==> config.mk <==
export PLATFORM = sky130hd
export DESIGN_NAME = sram_req_arbiter_flat
export DESIGN_NICKNAME = d
export VERILOG_FILES = /design/src/rtl/sram_req_arbiter_if.sv /design/src/rtl/sram_req_arbiter.sv /design/src/flat_wrapper.sv
export SDC_FILE = /design/constraint.sdc
export NUM_CORES = 1
export LEC_CHECK = 0
export BUFFER_PORTS_ARGS = -buffer_cell sky130_fd_sc_hd__buf_4
export CAP_MARGIN = 20
export CORE_AREA = 4 4 125 127
export DETAILED_ROUTE_END_ITERATION = 16
export DIE_AREA = 0 0 129 131
export PLACE_DENSITY_LB_ADDON = 0.15
export SETUP_SLACK_MARGIN = 0.5
export SYNTH_ARGS = -nofsm -noshare
export SYNTH_HDL_FRONTEND = slang
export SYNTH_SLANG_ARGS = --single-unit
==> constraint.sdc <==
create_clock -name clk -period 5.55 [get_ports clk]
set_clock_uncertainty 0.05 [all_clocks]
set_input_delay 0 -clock clk [delete_from_list [all_inputs] [get_ports clk]]
set_output_delay 0 -clock clk [all_outputs]
set_load 0.05 [all_outputs]
==> src/rtl/sram_req_arbiter_if.sv <==
// rtl/sram_req_arbiter_if.sv - SRAM-like request/response port bundle
// Carries one address phase (req/addr_ok plus fields) and one response phase
// (data_ok/rdata). The master drives the request; the slave answers it.
interface sram_req_arbiter_if;
  logic        req;
  logic        wr;
  logic [1:0]  size;
  logic [3:0]  wstrb;
  logic [31:0] addr;
  logic [31:0] wdata;
  logic        addr_ok;
  logic        data_ok;
  logic [31:0] rdata;

  modport master (
    output req, wr, size, wstrb, addr, wdata,
    input  addr_ok, data_ok, rdata
  );

  modport slave (
    input  req, wr, size, wstrb, addr, wdata,
    output addr_ok, data_ok, rdata
  );
endinterface

==> src/rtl/sram_req_arbiter.sv <==
// rtl/sram_req_arbiter.sv - IF/EXE requester arbiter for one SRAM-like port
// Data has priority unless inst has been refused STARVE_LIMIT cycles in a row.
// A grant that was offered downstream but not accepted is locked until accept,
// so the downstream sees stable fields. Each accepted request records its
// source in an in-order ID FIFO; responses are routed back by popping it.
module sram_req_arbiter #(
  parameter int DEPTH        = 4,
  parameter int STARVE_LIMIT = 8
) (
  input  logic                   clk,
  input  logic                   reset,
  sram_req_arbiter_if.slave      inst,
  sram_req_arbiter_if.slave      data,
  sram_req_arbiter_if.master     mem,
  output logic [$clog2(DEPTH):0] outstanding,
  output logic                   proto_err
);

  localparam int PW = $clog2(DEPTH);
  localparam int CW = PW + 1;
  localparam int SW = $clog2(STARVE_LIMIT + 1);

  typedef enum logic [1:0] {
    ST_FREE      = 2'd0,
    ST_LOCK_INST = 2'd1,
    ST_LOCK_DATA = 2'd2
  } lock_e;

  lock_e            r_lock;
  lock_e            w_lock_nxt;

  logic             w_gnt_inst;
  logic             w_gnt_data;
  logic             w_mem_req;
  logic             w_accept;
  logic             w_full;
  logic             w_empty;
  logic             w_pop;
  logic             w_head_data;
  logic             w_starved;

  // ID FIFO: one bit per entry, 0 = inst, 1 = data
  logic [DEPTH-1:0] r_ids;
  logic [PW-1:0]    r_wptr;
  logic [PW-1:0]    r_rptr;
  logic [CW-1:0]    r_count;

  logic [SW-1:0]    r_starve;
  logic             r_proto_err;

  assign w_full      = (r_count == CW'(DEPTH));
  assign w_empty     = (r_count == '0);
  assign w_starved   = (r_starve == SW'(STARVE_LIMIT));
  assign w_pop       = mem.data_ok && !w_empty;
  assign w_head_data = r_ids[r_rptr];

  assign outstanding = r_count;
  assign proto_err   = r_proto_err;

  // Lock state register
  always_ff @(posedge clk) begin
    if (reset) begin
      r_lock <= ST_FREE;
    end else begin
      r_lock <= w_lock_nxt;
    end
  end

  // Grant selection, downstream request and next lock state
  always_comb begin
    w_gnt_inst = 1'b0;
    w_gnt_data = 1'b0;
    w_lock_nxt = r_lock;

    case (r_lock)
      ST_LOCK_INST: w_gnt_inst = 1'b1;
      ST_LOCK_DATA: w_gnt_data = 1'b1;
      default: begin
        if (data.req && !(inst.req && w_starved)) begin
          w_gnt_data = 1'b1;
        end else if (inst.req) begin
          w_gnt_inst = 1'b1;
        end
      end
    endcase

    // A full FIFO blocks the request outright, even if a pop is in flight
    w_mem_req = ((w_gnt_inst && inst.req) || (w_gnt_data && data.req)) && !w_full;
    w_accept  = w_mem_req && mem.addr_ok;

    // Hold the lock while blocked by a full FIFO; release only on accept
    if (w_accept) begin
      w_lock_nxt = ST_FREE;
    end else if (w_mem_req) begin
      w_lock_nxt = w_gnt_data ? ST_LOCK_DATA : ST_LOCK_INST;
    end
  end

  // Downstream request fields muxed from the granted source
  always_comb begin
    mem.req   = w_mem_req;
    mem.wr    = 1'b0;
    mem.size  = 2'd0;
    mem.wstrb = 4'd0;
    mem.addr  = 32'd0;
    mem.wdata = 32'd0;
    if (w_gnt_data) begin
      mem.wr    = data.wr;
      mem.size  = data.size;
      mem.wstrb = data.wstrb;
      mem.addr  = data.addr;
      mem.wdata = data.wdata;
    end else if (w_gnt_inst) begin
      mem.wr    = inst.wr;
      mem.size  = inst.size;
      mem.wstrb = inst.wstrb;
      mem.addr  = inst.addr;
      mem.wdata = inst.wdata;
    end
  end

  // Accept and response routing back to the requesters
  always_comb begin
    inst.addr_ok = w_accept && w_gnt_inst;
    data.addr_ok = w_accept && w_gnt_data;
    inst.data_ok = w_pop && !w_head_data;
    data.data_ok = w_pop && w_head_data;
    inst.rdata   = (w_pop && !w_head_data) ? mem.rdata : 32'd0;
    data.rdata   = (w_pop && w_head_data)  ? mem.rdata : 32'd0;
  end

  // ID FIFO: push on accept, pop on response; pointers wrap naturally
  always_ff @(posedge clk) begin
    if (reset) begin
      r_ids   <= '0;
      r_wptr  <= '0;
      r_rptr  <= '0;
      r_count <= '0;
    end else begin
      if (w_accept) begin
        r_ids[r_wptr] <= w_gnt_data;
        r_wptr        <= r_wptr + 1'b1;
      end
      if (w_pop) begin
        r_rptr <= r_rptr + 1'b1;
      end
      r_count <= r_count + CW'(w_accept) - CW'(w_pop);
    end
  end

  // Count cycles inst is waiting while data holds the grant
  always_ff @(posedge clk) begin
    if (reset) begin
      r_starve <= '0;
    end else if (!inst.req || (w_accept && w_gnt_inst)) begin
      r_starve <= '0;
    end else if (w_gnt_data && !w_starved) begin
      r_starve <= r_starve + 1'b1;
    end
  end

  // Sticky flag for a response with nothing outstanding
  always_ff @(posedge clk) begin
    if (reset) begin
      r_proto_err <= 1'b0;
    end else if (mem.data_ok && w_empty) begin
      r_proto_err <= 1'b1;
    end
  end

endmodule

==> src/flat_wrapper.sv <==
// flat-port wrapper written by rule: the top's interface ports become plain ports
module sram_req_arbiter_flat 
#(
  parameter int DEPTH        = 4,
  parameter int STARVE_LIMIT = 8
)
  (clk, reset, outstanding, proto_err, inst_req, inst_wr, inst_size, inst_wstrb, inst_addr, inst_wdata, inst_addr_ok, inst_data_ok, inst_rdata, data_req, data_wr, data_size, data_wstrb, data_addr, data_wdata, data_addr_ok, data_data_ok, data_rdata, mem_req, mem_wr, mem_size, mem_wstrb, mem_addr, mem_wdata, mem_addr_ok, mem_data_ok, mem_rdata);
  sram_req_arbiter_if inst_i ();
  sram_req_arbiter_if data_i ();
  sram_req_arbiter_if mem_i ();
  input  logic clk;
  input  logic reset;
  output logic [$clog2(DEPTH):0] outstanding;
  output logic proto_err;
  input wire logic [$bits(inst_i.req)-1:0] inst_req;
  input wire logic [$bits(inst_i.wr)-1:0] inst_wr;
  input wire logic [$bits(inst_i.size)-1:0] inst_size;
  input wire logic [$bits(inst_i.wstrb)-1:0] inst_wstrb;
  input wire logic [$bits(inst_i.addr)-1:0] inst_addr;
  input wire logic [$bits(inst_i.wdata)-1:0] inst_wdata;
  output wire logic [$bits(inst_i.addr_ok)-1:0] inst_addr_ok;
  output wire logic [$bits(inst_i.data_ok)-1:0] inst_data_ok;
  output wire logic [$bits(inst_i.rdata)-1:0] inst_rdata;
  input wire logic [$bits(data_i.req)-1:0] data_req;
  input wire logic [$bits(data_i.wr)-1:0] data_wr;
  input wire logic [$bits(data_i.size)-1:0] data_size;
  input wire logic [$bits(data_i.wstrb)-1:0] data_wstrb;
  input wire logic [$bits(data_i.addr)-1:0] data_addr;
  input wire logic [$bits(data_i.wdata)-1:0] data_wdata;
  output wire logic [$bits(data_i.addr_ok)-1:0] data_addr_ok;
  output wire logic [$bits(data_i.data_ok)-1:0] data_data_ok;
  output wire logic [$bits(data_i.rdata)-1:0] data_rdata;
  output wire logic [$bits(mem_i.req)-1:0] mem_req;
  output wire logic [$bits(mem_i.wr)-1:0] mem_wr;
  output wire logic [$bits(mem_i.size)-1:0] mem_size;
  output wire logic [$bits(mem_i.wstrb)-1:0] mem_wstrb;
  output wire logic [$bits(mem_i.addr)-1:0] mem_addr;
  output wire logic [$bits(mem_i.wdata)-1:0] mem_wdata;
  input wire logic [$bits(mem_i.addr_ok)-1:0] mem_addr_ok;
  input wire logic [$bits(mem_i.data_ok)-1:0] mem_data_ok;
  input wire logic [$bits(mem_i.rdata)-1:0] mem_rdata;
  assign inst_i.req = inst_req;
  assign inst_i.wr = inst_wr;
  assign inst_i.size = inst_size;
  assign inst_i.wstrb = inst_wstrb;
  assign inst_i.addr = inst_addr;
  assign inst_i.wdata = inst_wdata;
  assign inst_addr_ok = inst_i.addr_ok;
  assign inst_data_ok = inst_i.data_ok;
  assign inst_rdata = inst_i.rdata;
  assign data_i.req = data_req;
  assign data_i.wr = data_wr;
  assign data_i.size = data_size;
  assign data_i.wstrb = data_wstrb;
  assign data_i.addr = data_addr;
  assign data_i.wdata = data_wdata;
  assign data_addr_ok = data_i.addr_ok;
  assign data_data_ok = data_i.data_ok;
  assign data_rdata = data_i.rdata;
  assign mem_req = mem_i.req;
  assign mem_wr = mem_i.wr;
  assign mem_size = mem_i.size;
  assign mem_wstrb = mem_i.wstrb;
  assign mem_addr = mem_i.addr;
  assign mem_wdata = mem_i.wdata;
  assign mem_i.addr_ok = mem_addr_ok;
  assign mem_i.data_ok = mem_data_ok;
  assign mem_i.rdata = mem_rdata;
  sram_req_arbiter #(.DEPTH(DEPTH), .STARVE_LIMIT(STARVE_LIMIT)) u_core (.clk(clk), .reset(reset), .inst(inst_i), .data(data_i), .mem(mem_i), .outstanding(outstanding), .proto_err(proto_err));
endmodule
Word-level counts from Yosys, hierarchy flattened
Cells that the tools add are included.
{ "totals": {"register_bits": 18, "input_bits": 180, "out_inout_bits": 144, "word_cells": 67} }
{ "classes": {"addsub": 5, "n_lt_le_gt_ge": 3, "n_eq_ne": 4, "mux": 23, "n_reduce_logical": 25} }
{ "op_table": {"columns": ["operator", "count"], "rows": [
  ["two-way mux 32 bit", 6],
  ["logical AND 1 bit", 14],
  ["two-way mux 4 bit", 2],
  ["two-way mux 1 bit", 7],
  ["zero test 1 bit", 6],
  ["less-than comparator 2 x 3 -> 1 bit, second input constant", 2],
  ["two-way mux 2 bit", 3],
  ["adder 2 x 1 -> 2 bit, second input constant", 2],
  ["adder 4 x 1 -> 4 bit, second input constant", 1],
  ["bitwise mux 4 bit", 1],
  ["equality test 4 bit, second input constant", 1],
  ["case mux 1 bit (2 select lines)", 2],
  ["OR reduction 2 bit", 2],
  ["adder 3 x 1 -> 3 bit", 1],
  ["equality test 3 bit, second input constant", 1],
  ["zero test 3 bit", 1],
  ["subtractor 3 x 1 -> 3 bit", 1],
  ["binary-select mux 1 bit (select 2 bit)", 1],
  ["demux 1 bit (select 2 bit)", 1],
  ["equality test 2 x 1 -> 1 bit, second input constant", 1],
  ["equality test 2 bit, second input constant", 1],
  [">= comparator 2 x 1 -> 1 bit, second input constant", 1],
  ["logical OR 1 bit", 2]
]} }

Depth between registers and ports, before layout
{ "logic_depth": {"depth_word": 13, "ltp_mapped": 12} }

Worst setup path before layout
No wires, ideal clock.
{ "synth_timing": {"kind": "reg2reg", "start": "register u_core.r_count[1], in the netlist u_core.outstanding[1]", "end": "register u_core.r_count[2], in the netlist u_core.outstanding[2]", "setup_time_ns": 0.129, "t_arrival_ns": 2.556, "t_required_ns": 5.371, "slack_ns": 2.815, "stages_incl_launch_ff": 12, "synth_period_minus_slack_ns": 2.735, "cell_sequence": "dfxtp_1 > o31a_1 > clkbuf_1 > clkbuf_1 > ha_1 > inv_1 > ha_1 > inv_1 > fa_1 > xor2_1 > xnor2_1 > nor2_1"} }
{ "synth_lines": {"columns": ["item", "line_no", "text"], "rows": [
  ["start, declared", "sram_req_arbiter.sv:46", "logic [CW-1:0] r_count;"],
  ["start signal, assigned", "sram_req_arbiter.sv:147", "r_count <= r_count + CW'(w_accept) - CW'(w_pop);"],
  ["zero test 3 bit", "sram_req_arbiter.sv:52", "assign w_empty = (r_count == '0);"],
  ["zero test 1 bit", "sram_req_arbiter.sv:54", "assign w_pop = mem.data_ok && !w_empty;"],
  ["logical AND 1 bit", "sram_req_arbiter.sv:54", null],
  ["named net u_core.w_pop", "sram_req_arbiter.sv:38", "logic w_pop;"],
  ["subtractor 3 x 1 -> 3 bit", "sram_req_arbiter.sv:147", null]
]} }
The timed path passes the listed nets, and every way through them passes these cells.
A chain may end at the register's enable or synchronous reset.

Worst setup path after layout
{ "layout_timing": {"start": "register u_core.r_lock[0]", "end": "register u_core.r_count[2], in the netlist u_core.outstanding[2]"} }
{ "layout_via": {"elab_chain_cells": 8} }
{ "layout_rtl": {"columns": ["item", "line_no", "text"], "rows": [
  ["start, declared", "sram_req_arbiter.sv:29", "lock_e r_lock;"],
  ["start signal, assigned", "sram_req_arbiter.sv:65", "r_lock <= w_lock_nxt;"],
  ["equality test 2 bit or equality test 2 x 1 -> 1 bit (tied branches)", "sram_req_arbiter.sv:75", "case (r_lock)"],
  ["case mux 1 bit (2 select lines)", "sram_req_arbiter.sv:75", null],
  ["logical AND 1 bit", "sram_req_arbiter.sv:88", "w_mem_req = ((w_gnt_inst && inst.req) || (w_gnt_data && data.req)) && !w_full;"],
  ["logical OR 1 bit *", "sram_req_arbiter.sv:88", null],
  ["logical AND 1 bit *", "sram_req_arbiter.sv:88", null],
  ["logical AND 1 bit *", "sram_req_arbiter.sv:89", "w_accept = w_mem_req && mem.addr_ok;"],
  ["adder 3 x 1 -> 3 bit *", "sram_req_arbiter.sv:147", null],
  ["subtractor 3 x 1 -> 3 bit *", "sram_req_arbiter.sv:147", null]
]} }
Mark *: on every way between the ends. The rest lies on a longest branch, timed or not.

==> out/qor.txt <==
SYNTHESIS
------------------------------------------------------------------------------------------------------
Post-synthesis sequential area ratio ....................................................       16.58%
Mapped Nets .............................................................................          458
Post-synth cell types ...................................................................           40
Cell area after synthesis ...............................................................     2173 um2
Commonest register cell after synthesis ................................................. sky130_fd_sc_hd__dfxtp_1
Yosys warning total .....................................................................            0
Most common cell in the synthesized netlist ............................................. sky130_fd_sc_hd__a22o_1
Cell taking the most area after synthesis ............................................... sky130_fd_sc_hd__a22o_1
Post-synthesis async set-or-reset flop share ............................................           0%
Number of enable-type register cells in the synthesized netlist .........................            0
Cell types with the largest area share after synthesis .................................. sky130_fd_sc_hd__a22o_1, sky130_fd_sc_hd__dfxtp_1, sky130_fd_sc_hd__and2_1
Area share of the largest cell type after synthesis .....................................       28.61%
Most frequent cells after synthesis ..................................................... sky130_fd_sc_hd__a22o_1, sky130_fd_sc_hd__and2_1, sky130_fd_sc_hd__and3_1
Flip-flop and latch count after synthesis ...............................................           18
Number of cells produced by synthesis ...................................................          267
Mapped Avg Cell Area ....................................................................    8.140 um2

WORST SETUP PATH
------------------------------------------------------------------------------------------------------
Start of the worst register-to-register path ............................................ u_core.r_lock[0]
Required time at the endpoint of the critical path ......................................      5640 ps
Critical path arrival ...................................................................      3040 ps
Worst Reg-to-Reg Cells ..................................................................           10
Type of element capturing the critical path .............................................     register
Worst-path cell chain ................................................................... inv_1, ha_1, o21ai_1, a211oi_2, ha_1, inv_1, fa_1, xor2_1, xnor2_1, nor2_1
Type of element launching the critical path .............................................     register
Worst path max stage delay ..............................................................       760 ps
Cell with the largest stage delay on the worst path ..................................... sky130_fd_sc_hd__a211oi_2
Reg-to-reg critical path endpoint ....................................................... u_core.outstanding[2]
Worst Path Max Fanout ...................................................................           14
Kind of critical path ................................................................... register to register
R2R Setup Slk ...........................................................................      2600 ps

ROUTING
------------------------------------------------------------------------------------------------------
Count of unresolved DRC violations after routing ........................................            0
Wirelength per Cell .....................................................................     18.22 um
Violation count after the first detailed-routing iteration ..............................          124
Final wirelength ........................................................................    13,740 um
Routed vias/inst ........................................................................        4.296
Detail Route Antenna Nets ...............................................................            0
Total via count in the routed design ....................................................        3,239
Number of detailed-routing iterations run before antenna repair .........................            4

CLOCK TREE
------------------------------------------------------------------------------------------------------
Clock network latency to the later pin of the worst-skew pair ...........................       250 ps
H-tree depth ............................................................................            1
Bufs on Longest Clock Path ..............................................................            2
Sink Count ..............................................................................           18
Clock tree from TritonCTS ...............................................................         done
Clock transition at the register clock pins on the worst setup and hold paths after CTS .        50 ps
Setup Buffers After CTS .................................................................            0
Root Buffer Master ...................................................................... sky130_fd_sc_hd__clkbuf_16
CTS Buf Count ...........................................................................            3

GLOBAL ROUTING
------------------------------------------------------------------------------------------------------
Global-route track usage on met1 ........................................................       15.56%
Overall overflow remaining after global route ...........................................            0
Wire length of the first global-routing pass ............................................    18,450 um
Global-route total usage across every layer .............................................       13.98%
Number of global-route vias before repair ...............................................        3,073
Global-route met3 utilization ...........................................................       2.967%
M2 GR Usage .............................................................................       27.32%
Largest net degree at the start of global routing .......................................           74
Number of antenna violations at the first check in global routing .......................            0
Most Used Layer, Global Route ...........................................................         met2

FINISH
------------------------------------------------------------------------------------------------------
Layout area overhead ....................................................................       121.6%
Layout Nets .............................................................................          762
Fraction of layout instances using a drive strength above 1 .............................       59.65%
Number of antenna cells inserted ........................................................            0

PLACE
------------------------------------------------------------------------------------------------------
Port bufs ...............................................................................          323
Routability Congestion ..................................................................       0.7638
Final HPWL DP ...........................................................................    11,490 um

TIMING
------------------------------------------------------------------------------------------------------
Crit share post-route ...................................................................       53.23%
Max-slew headroom .......................................................................       39.37%
Hold Fails Final Rpt ....................................................................            0
Highest attainable clock frequency ......................................................    338.5 MHz
Final setup vio count ...................................................................            0
Worst hold margin .......................................................................     5.071 ps
Final total negative setup slack ........................................................         0 ps
Total count of max-transition violations in the final report ............................            0
Worst-margin pin slew ...................................................................     907.8 ps
Period minus WS final ...................................................................      2954 ps
Unrepaired setup endpoints after global routing .........................................        false

HOLD PATH
------------------------------------------------------------------------------------------------------
Worst min-delay path category ........................................................... input pin to register
Startpoint of the tightest hold check path ..............................................        reset
Number of instances on the worst hold path ..............................................            2
Sink of the worst hold path ............................................................. u_core.r_ids[3]

POWER AND IR DROP
------------------------------------------------------------------------------------------------------
Worst vdd rail ir drop ..................................................................    0.1174 mV
Leak pwr ................................................................................     2.623 nW
PwrDens ................................................................................. 394.8 nW/um2

RUN STATUS
------------------------------------------------------------------------------------------------------
Status .................................................................................. finished, final reports clean

DIE
------------------------------------------------------------------------------------------------------
Starting density of the core ............................................................       15.07%
Die X ...................................................................................       129 um
DIE HEIGHT ..............................................................................       131 um
Floorplan core area .....................................................................   14,420 um2
Number of ports placed on the die boundary ..............................................          324
Die Area ................................................................................   16,900 um2
Standard-cell row count .................................................................           44

RUN
------------------------------------------------------------------------------------------------------
Max-cap check violation count ...........................................................            0

==> timing repair <==
item	CTS	global route
hold buffers	1	0
resized for setup	0	0
endpoints found under the hold margin	1	0
==> area by class of cell <==
| cell class | instances | area [um2] |
|---|---|---|
| multi-input combinational | 210 | 1630 |
| fill | 1556 | 9608 |
| clock buffer | 4 | 88.84 |
| tap | 184 | 230.2 |
| sequential | 18 | 360.3 |
| inverter | 11 | 41.29 |
| timing repair buffer | 327 | 2465 |
==> sequential cells by signal (all words and copies together) (netlist names) <==
| name | cells |
|---|---|
| u_core.r_lock | 2 |
| u_core.proto_err | 1 |
| u_core.r_starve | 4 |
| u_core.outstanding | 3 |
| u_core.r_rptr | 2 |
| u_core.r_ids | 4 |
| u_core.r_wptr | 2 |
==> cells in the final DEF, fill, tap and decap left out, drive strengths merged, types with 2 or more instances in the layout <==
cell type / n
clkbuf: 4
inv: 11
nor2: 13
a311oi: 4
o31ai: 2
nor2b: 2
dfxtp: 18
xor2: 4
nand3: 3
ha: 10
mux2i: 2
a22o: 71
buf: 326
xnor2: 4
a21oi: 8
and3: 32
and2: 36
o21ai: 3
nand2: 2
==> how the worst max path moves through the flow <==
stage,startpoint,end
2_1_floorplan,u_core.outstanding[1],u_core.outstanding[2]
3_3_place_gp,u_core.r_lock[0],u_core.outstanding[2]
3_5_place_dp,u_core.outstanding[1],u_core.outstanding[2]
4_1_cts,u_core.outstanding[1],u_core.outstanding[2]
5_1_grt,u_core.r_lock[0],u_core.outstanding[2]
6_report,u_core.r_lock[0],u_core.outstanding[2]
==> per-stage QoR <==
step	cell area [um2]	worst slack (ps)	util [%]	std cells	total power, W
global route	4816	2382	33.39	754	0.001996
floorplan	2173	2815	-	267	0.001264
detailed placement	4702	2590	32.60	748	0.001749
CTS	4801	2589	33.28	753	0.001915
global placement	4702	2699	32.60	748	0.001738
finish	4816	2596	33.39	754	0.001901
==> power by group <==
part	total (W)	switching (W)	internal [W]	leakage [nW]
registers	0.000180	0.0000254	0.000154	0.147
logic	0.00156	0.00105	0.000509	2.43
clock network	0.000158	0.0000479	0.000110	0.0442
==> cell families (layout without fill, tap and decap cells) <==
logic type      after synthesis  after routing  synth area share [%]
xor+xnor                      8              8                 3.224
simple gates                 94             94                 25.96
fa+ha+maj                    11             11                 6.678
mux                           4              4                 2.475
compound gates               93             93                 35.92
flops                        18             18                 16.58
buf+inv                      39            342                 9.154
==> critical path: cells and delay by family, from the launching register on <==
kind / cells / cell delay (ps)
adders and majority gates: 3 / 1080
AOI/OAI and AO/OA: 2 / 900
DFF: 1 / 340
xor gates and xnor gates: 2 / 300
buffers and inverters: 2 / 110
and+or+nand+nor: 1 / 50
==> routing by layer <==
| layer | vias up | wire length, um |
|---|---|---|
| met1 | 1502 | 4805 |
| met3 | 9 | 1042 |
| met2 | 127 | 7736 |
| met4 | 0 | 153 |
| li1 | 1601 | - |
| met5 | - | 0 |
Note: power is estimated with default switching activity, not from simulation.
